### config.mk
export PLATFORM = sky130hd
export DESIGN_NAME = hsv_to_rgb565_flat
export DESIGN_NICKNAME = d
export VERILOG_FILES = /design/src/rtl/hsv_to_rgb565_if.sv /design/src/rtl/hsv_to_rgb565.sv /design/src/flat_wrapper.sv
export SDC_FILE = /design/constraint.sdc
export NUM_CORES = 1
export LEC_CHECK = 0
export ABC_AREA = 1
export BUFFER_PORTS_ARGS = -buffer_cell sky130_fd_sc_hd__buf_2
export CAP_MARGIN = 10
export CORE_MARGIN = 2
export CORE_UTILIZATION = 60
export CTS_CLUSTER_DIAMETER = 100
export CTS_CLUSTER_SIZE = 12
export DETAILED_ROUTE_END_ITERATION = 10
export PLACE_DENSITY = 0.88
export SYNTH_ARGS = -nofsm -noshare
export SYNTH_HDL_FRONTEND = slang
export SYNTH_SLANG_ARGS = --single-unit
export TNS_END_PERCENT = 100
### constraint.sdc
create_clock -name i_clk -period 7.5 [get_ports i_clk]
set_clock_uncertainty 0.05 [all_clocks]
set_input_delay 1.5 -clock i_clk [delete_from_list [all_inputs] [get_ports i_clk]]
set_output_delay 1.5 -clock i_clk [all_outputs]
set_load 0.01 [all_outputs]
### src/rtl/hsv_to_rgb565_if.sv
// Pixel stream bundle for the HSV to RGB565 converter: HSV beat in, RGB565 beat out.
// Names are seen from the converter, which connects through the slave modport.
interface hsv_to_rgb565_if #(
    parameter int HUE_W = 16
);
    logic [HUE_W-1:0] i_data;
    logic [7:0]       i_sat;
    logic [7:0]       i_val;
    logic             i_valid;
    logic             o_ready;
    logic [15:0]      o_data;
    logic             o_valid;
    logic             i_ready;

    modport master (
        output i_data, i_sat, i_val, i_valid, i_ready,
        input  o_ready, o_data, o_valid
    );

    modport slave (
        input  i_data, i_sat, i_val, i_valid, i_ready,
        output o_ready, o_data, o_valid
    );
endinterface

### src/rtl/hsv_to_rgb565.sv
// Four-stage HSV to RGB565 converter using the bit-exact div255 approximation.
// A single enable taken from the output stage stalls the whole pipe, and bubbles advance like beats.
module hsv_to_rgb565 #(
    parameter int HUE_W   = 16,
    parameter int HUE_MAX = 359
) (
    input logic            i_clk,
    input logic            i_rst,
    hsv_to_rgb565_if.slave bus
);
    localparam logic [HUE_W-1:0] HUE_LIM = HUE_W'(HUE_MAX);

    // Assumes 0 <= x <= 65025, so the sum always fits in 17 bits.
    function automatic logic [7:0] div255(input logic [15:0] x);
        logic [16:0] sum;
        sum = {1'b0, x} + 17'd1 + {9'd0, x[15:8]};
        return 8'(sum >> 8);
    endfunction

    function automatic logic [15:0] mul8(input logic [7:0] x, input logic [7:0] y);
        return {8'd0, x} * {8'd0, y};
    endfunction

    logic en;

    logic [HUE_W-1:0] h_clamp;
    logic [2:0]       sector_c;
    logic [8:0]       base_c;
    logic [5:0]       f_c;
    logic [9:0]       f17_c;
    logic [7:0]       fs_c;

    logic       s1_valid;
    logic [2:0] s1_sector;
    logic [7:0] s1_fs;
    logic [7:0] s1_sat;
    logic [7:0] s1_val;

    logic        s2_valid;
    logic [2:0]  s2_sector;
    logic [7:0]  s2_val;
    logic [15:0] s2_a;
    logic [15:0] s2_b;
    logic [15:0] s2_c;

    logic        s3_valid;
    logic [2:0]  s3_sector;
    logic [7:0]  s3_val;
    logic [7:0]  s3_p;
    logic [15:0] s3_q2;
    logic [15:0] s3_t2;

    logic [7:0]  q_c;
    logic [7:0]  t_c;
    logic [7:0]  r_c;
    logic [7:0]  g_c;
    logic [7:0]  b_c;
    logic [15:0] pixel_c;

    logic        out_valid;
    logic [15:0] out_data;

    assign en          = ~out_valid | bus.i_ready;
    assign bus.o_ready = en;
    assign bus.o_valid = out_valid;
    assign bus.o_data  = out_data;

    // Sector found by a compare chain so no divider is needed; f is the offset inside the sector.
    always_comb begin
        h_clamp = (bus.i_data > HUE_LIM) ? HUE_LIM : bus.i_data;
        if (h_clamp >= HUE_W'(300)) begin
            sector_c = 3'd5;
            base_c   = 9'd300;
        end else if (h_clamp >= HUE_W'(240)) begin
            sector_c = 3'd4;
            base_c   = 9'd240;
        end else if (h_clamp >= HUE_W'(180)) begin
            sector_c = 3'd3;
            base_c   = 9'd180;
        end else if (h_clamp >= HUE_W'(120)) begin
            sector_c = 3'd2;
            base_c   = 9'd120;
        end else if (h_clamp >= HUE_W'(60)) begin
            sector_c = 3'd1;
            base_c   = 9'd60;
        end else begin
            sector_c = 3'd0;
            base_c   = 9'd0;
        end
        f_c   = 6'(h_clamp - HUE_W'(base_c));
        f17_c = {4'd0, f_c} * 10'd17;
        fs_c  = 8'(f17_c >> 2);
    end

    always_comb begin
        q_c = div255(s3_q2);
        t_c = div255(s3_t2);
        r_c = s3_val;
        g_c = s3_p;
        b_c = q_c;
        case (s3_sector)
            3'd0: begin r_c = s3_val; g_c = t_c;    b_c = s3_p;   end
            3'd1: begin r_c = q_c;    g_c = s3_val; b_c = s3_p;   end
            3'd2: begin r_c = s3_p;   g_c = s3_val; b_c = t_c;    end
            3'd3: begin r_c = s3_p;   g_c = q_c;    b_c = s3_val; end
            3'd4: begin r_c = t_c;    g_c = s3_p;   b_c = s3_val; end
            default: begin r_c = s3_val; g_c = s3_p; b_c = q_c;   end
        endcase
        pixel_c = {5'(r_c >> 3), 6'(g_c >> 2), 5'(b_c >> 3)};
    end

    // Only the valid bits and the output word are reset; stage data is don't-care behind a clear valid.
    always_ff @(posedge i_clk) begin
        if (i_rst) begin
            s1_valid  <= 1'b0;
            s2_valid  <= 1'b0;
            s3_valid  <= 1'b0;
            out_valid <= 1'b0;
            out_data  <= 16'h0000;
        end else if (en) begin
            s1_valid  <= bus.i_valid;
            s1_sector <= sector_c;
            s1_fs     <= fs_c;
            s1_sat    <= bus.i_sat;
            s1_val    <= bus.i_val;

            s2_valid  <= s1_valid;
            s2_sector <= s1_sector;
            s2_val    <= s1_val;
            s2_a      <= mul8(s1_val, 8'd255 - s1_sat);
            s2_b      <= mul8(s1_sat, s1_fs);
            s2_c      <= mul8(s1_sat, 8'd255 - s1_fs);

            s3_valid  <= s2_valid;
            s3_sector <= s2_sector;
            s3_val    <= s2_val;
            s3_p      <= div255(s2_a);
            s3_q2     <= mul8(s2_val, 8'd255 - div255(s2_b));
            s3_t2     <= mul8(s2_val, 8'd255 - div255(s2_c));

            out_valid <= s3_valid;
            out_data  <= pixel_c;
        end
    end
endmodule

### src/flat_wrapper.sv
// flat-port wrapper written by rule: the top's interface ports become plain ports
module hsv_to_rgb565_flat 
#(
    parameter int HUE_W   = 16,
    parameter int HUE_MAX = 359
)
  (i_clk, i_rst, bus_i_data, bus_i_sat, bus_i_val, bus_i_valid, bus_i_ready, bus_o_ready, bus_o_data, bus_o_valid);
  hsv_to_rgb565_if #(.HUE_W(HUE_W)) bus_i ();
  input logic i_clk;
  input logic i_rst;
  input wire logic [$bits(bus_i.i_data)-1:0] bus_i_data;
  input wire logic [$bits(bus_i.i_sat)-1:0] bus_i_sat;
  input wire logic [$bits(bus_i.i_val)-1:0] bus_i_val;
  input wire logic [$bits(bus_i.i_valid)-1:0] bus_i_valid;
  input wire logic [$bits(bus_i.i_ready)-1:0] bus_i_ready;
  output wire logic [$bits(bus_i.o_ready)-1:0] bus_o_ready;
  output wire logic [$bits(bus_i.o_data)-1:0] bus_o_data;
  output wire logic [$bits(bus_i.o_valid)-1:0] bus_o_valid;
  assign bus_i.i_data = bus_i_data;
  assign bus_i.i_sat = bus_i_sat;
  assign bus_i.i_val = bus_i_val;
  assign bus_i.i_valid = bus_i_valid;
  assign bus_i.i_ready = bus_i_ready;
  assign bus_o_ready = bus_i.o_ready;
  assign bus_o_data = bus_i.o_data;
  assign bus_o_valid = bus_i.o_valid;
  hsv_to_rgb565 #(.HUE_W(HUE_W), .HUE_MAX(HUE_MAX)) u_core (.i_clk(i_clk), .i_rst(i_rst), .bus(bus_i));
endmodule
==> impl_results.md <==
* Power density cells at 464.6 nW/um2
* Period utilization at about three quarters
* Fmax at about 170 MHz
* Die ar. at 32160 um2
* Cts bufs inserted at 17
* Root buf cell: clkbuf_16
* Setup crit end kind: register
* Area occupied by multi-input gates at 12030 um2
* Critical path peak fanout at 7
* Outcome: complete, no violations
* Placed Cells at between 2000 and 3000
* I/O pin count at 54
* DRT Pass-1 Iters at 9
* RSZ-0062 raised after global routing: no
* Slew of the pin with the lowest slew margin at 1.058 ns
* Final min period at 5.746 ns
* Critical path launch point type: register
* H-tree lvl count at 4
* DR DRC count at 0
* Hold Violations, Final at 0
* Slew Viols, Final at 0
* Yosys synthesis warning count at 0
* WS Path Type: register to register
* Share of flip-flops with an asynchronous set or reset at 0%
* Post-synth EDFFs at 133
* Relative slew slack at about 30%
* Final Worst Setup Slack at 1.754 ns
* Crit path DAT at just under 6 ns
* Hold WC Path Type: register to register
* Port Buf Inserts at 53
* Initial antenna violation count at 0
* Vias in the first global route at 15118
* Crit path largest cell delay at 0.54 ns
* Post-Layout Cell Count at 2703
* Delay-heaviest family, CP: adder cells
* Die width at 179.3 um
* Share of layout cells above drive strength 1 at between 6 and 7%
* Filler instances at 2402
* GRT Util Overall at 27.57%
* Layout area overhead at 6.837%
* Mapped Nets at 2697
* CTS sink count at ~150
* PostCTS Resize Cnt at 0
* Largest family of logic cells by synthesized area: adder cells
* Setup TNS Final at 0 ns
* Die H at 179.3 um
* Worst-path cell chain: ha_1 -> nand2_1 -> o21ai_0 -> nand2_1 -> a31oi_2 -> nand2_2 -> nand2_1 -> nand2_2 -> inv_2 -> nand2_1 -> fa_1 -> fa_1 -> inv_1 -> fa_1 -> inv_1 -> fa_1 -> inv_1 -> ha_1 -> a21oi_1 -> o21ai_0 -> a21oi_1 -> nor2_1 -> nor2_1 -> xor2_1
* Proportion of synthesized area in mux cells at 0%
* Setup WS pre-CTS at 1.819 ns
* Worst Path Required at 7.66 ns
* IR drop worst, VDD at 0.4834 mV
* Post-layout util at 64.77%
* Leakage at 10.46 nW
* DRT iter0 DRCs at approximately 1400
* Clk slew on worst S/H paths at roughly 0.07 ns
* Register area share after synthesis at between 20% and 30%
* Count of cell types in the netlist at 49
* Initial core utilization at 60.62%
* First-pass GRT wire length at 70.23 mm
* Hpwl dp at 33.41 mm
* Compound-Gate Fraction of Synth Area at ~6.7%
* Sequential cell area at 4394 um2
* Skew-Pair Late Insertion Delay at approximately 0.46 ns
* Clock Tree Buf Depth at 2
* Simple-Gate Fraction of Synth Area at 20.57%
* Cell area after synthesis at between 15000 and 20000 um2
* Post-CTS Setup Bufs at 0
* Grt ovf at 0
* Max-cap viol count at 0
* Site row count at 64
* Largest net degree at the start of global routing at ~110
* Synth Area in XOR/XNOR at 3.086%
* Syn Inst Count at 2257
* N_diodes at 0
* GP Congestion at 0.9545
* Via density at between 5 and 6
* Final ANT Viol Nets at 0
* # setup viols final at 0
* Crit-path slowest cell: fa_1
* Hold_ws at 0.3715 ns
* Avg Cell Area, Syn at ~8.2 um2
* Final #Nets at 2734
* Number of synthesized register bits at roughly 150
* Number of hold buffers added after cts at 0
* Worst Path Buf+Inv at 4
* Vias at 15217
* CTS tree: built
* Synth Area in Adders at 34.81%
* Core box area at 30430 um2
* Final WL at 42.72 mm
* Post-DR wirelength/cell at 15.81 um
* Top_reg_cell synth: edfxtp_1
[cell families after synthesis]
logic type      after synthesis
simple gates                880
xor+xnor                     65
buf+inv                     536
flops                       153
compound gates              219
fa+ha+maj                   404
[cells in the final DEF, fill, tap and decap left out, types with 17 or more instances in the layout]
cell / instances
nand2_1: 436
xnor2_1: 26
buf_2: 53
fa_1: 182
a21oi_1: 121
nand3_1: 125
nor3_1: 20
nand4_1: 23
inv_1: 484
edfxtp_1: 133
dfxtp_1: 20
xor2_1: 39
o21ai_0: 34
clkbuf_16: 17
nor2_2: 18
nor2_1: 212
ha_1: 222
[final cells by class]
type                            instances  share of cell area (%)
Clock buffer                           17                   2.159
Clock inverter                         15                  0.9841
Sequential cell                       153                   22.30
Inverter                              499                   9.517
Timing Repair Buffer                   55                   1.486
Multi-Input combinational cell       1568                   61.04
Tap cell                              396                   2.514
[flip-flops by register name, summed over array words and instances, names as in the netlist]
register,flops
u_core.s1_sat,8
u_core.s1_fs,8
u_core.s1_sector,3
u_core.s2_c,16
u_core.bus.o_valid,1
u_core.s3_sector,3
u_core.s3_p,6
u_core.s1_valid,1
u_core.s3_q2,16
u_core.s3_val,6
u_core.s2_valid,1
u_core.s3_valid,1
u_core.bus.o_data,16
u_core.s2_a,16
u_core.s3_t2,16
u_core.s2_sector,3
u_core.s2_b,16
u_core.s1_val,8
u_core.s2_val,8
[cells in the mapped netlist (2+ instances only)]
| library cell | number | area (um2) |
|---|---|---|
| nand2_2 | 14 | 87.58 |
| a211oi_1 | 2 | 15.01 |
| a21oi_1 | 121 | 605.6 |
| a31oi_1 | 6 | 37.54 |
| nand3b_1 | 11 | 82.58 |
| nand2_4 | 3 | 33.78 |
| a21o_1 | 11 | 82.58 |
| or2_2 | 5 | 31.28 |
| o21a_1 | 5 | 37.54 |
| inv_2 | 9 | 33.78 |
| o31ai_1 | 4 | 30.03 |
| nor3_4 | 2 | 32.53 |
| edfxtp_1 | 133 | 3994 |
| nand4_1 | 23 | 143.9 |
| nor3_1 | 20 | 100.1 |
| clkbuf_1 | 30 | 112.6 |
| clkinv_1 | 5 | 18.77 |
| o211ai_1 | 2 | 15.01 |
| nand3_2 | 3 | 30.03 |
| xnor2_1 | 26 | 227.7 |
| o21bai_1 | 9 | 67.56 |
| nor2_1 | 213 | 799.5 |
| o21ai_4 | 2 | 32.53 |
| xor2_1 | 39 | 341.6 |
| buf_1 | 4 | 15.01 |
| buf_4 | 2 | 15.01 |
| nor2_4 | 2 | 22.52 |
| dfxtp_1 | 20 | 400.4 |
| o22ai_1 | 3 | 18.77 |
| o221ai_1 | 2 | 17.52 |
| fa_1 | 182 | 3643 |
| ha_1 | 222 | 2778 |
| nand2_1 | 436 | 1637 |
| o21ai_0 | 34 | 170.2 |
| inv_1 | 484 | 1817 |
| nor2_2 | 18 | 112.6 |
| nand3_1 | 125 | 625.6 |
| o21ai_1 | 14 | 70.07 |
[path summary, 6_finish.rpt]
kind	cells after the start	slack, ns	end	from
setup / recovery	24	1.75	u_core.s3_t2[12]$_DFFE_PP_	u_core.s2_c[11]$_DFFE_PP_
hold / removal	0	0.37	u_core.s3_sector[0]$_DFFE_PP_	u_core.s2_sector[0]$_DFFE_PP_
setup reg to reg	24	1.75	u_core.s3_t2[12]$_DFFE_PP_	u_core.s2_c[11]$_DFFE_PP_
hold reg to reg	0	0.37	u_core.s3_sector[0]$_DFFE_PP_	u_core.s2_sector[0]$_DFFE_PP_
[worst reg2reg max path, cell delays in order, from the launching register on]
cell and delay [ns]:
edfxtp_1 0.52, ha_1 0.38, nand2_1 0.07, o21ai_0 0.17, nand2_1 0.10, a31oi_2 0.26
nand2_2 0.16, nand2_1 0.10, nand2_2 0.10, inv_2 0.08, nand2_1 0.07, fa_1 0.52
fa_1 0.54, inv_1 0.05, fa_1 0.52, inv_1 0.05, fa_1 0.52, inv_1 0.04
ha_1 0.36, a21oi_1 0.21, o21ai_0 0.14, a21oi_1 0.23, nor2_1 0.07, nor2_1 0.11
xor2_1 0.07
[report_power, final]
group          switching [mW]  internal (mW)  leakage [nW]  total (mW)
sequential              0.208           1.48          1.45        1.69
clock                   0.440          0.455         0.299       0.895
combinational            4.03           2.54          8.71        6.57
total                    4.68           4.48          10.5        9.16
[routing by layer]
metal / GRT usage (%) / routed length [um]
met5: 0 / 0
met4: 11.56 / 1743
met3: 4.705 / 3077
met2: 49.35 / 21310
met1: 32.77 / 16590
[through the flow]
stage          power (mW)  instance area [um2]
3_3_place_gp        7.819                19090
3_5_place_dp        8.152                19090
4_1_cts             9.113                19710
2_1_floorplan       6.733                18450
5_1_grt             10.17                19710
6_report            9.157                19710
Note: power is estimated with default switching activity, not from simulation.
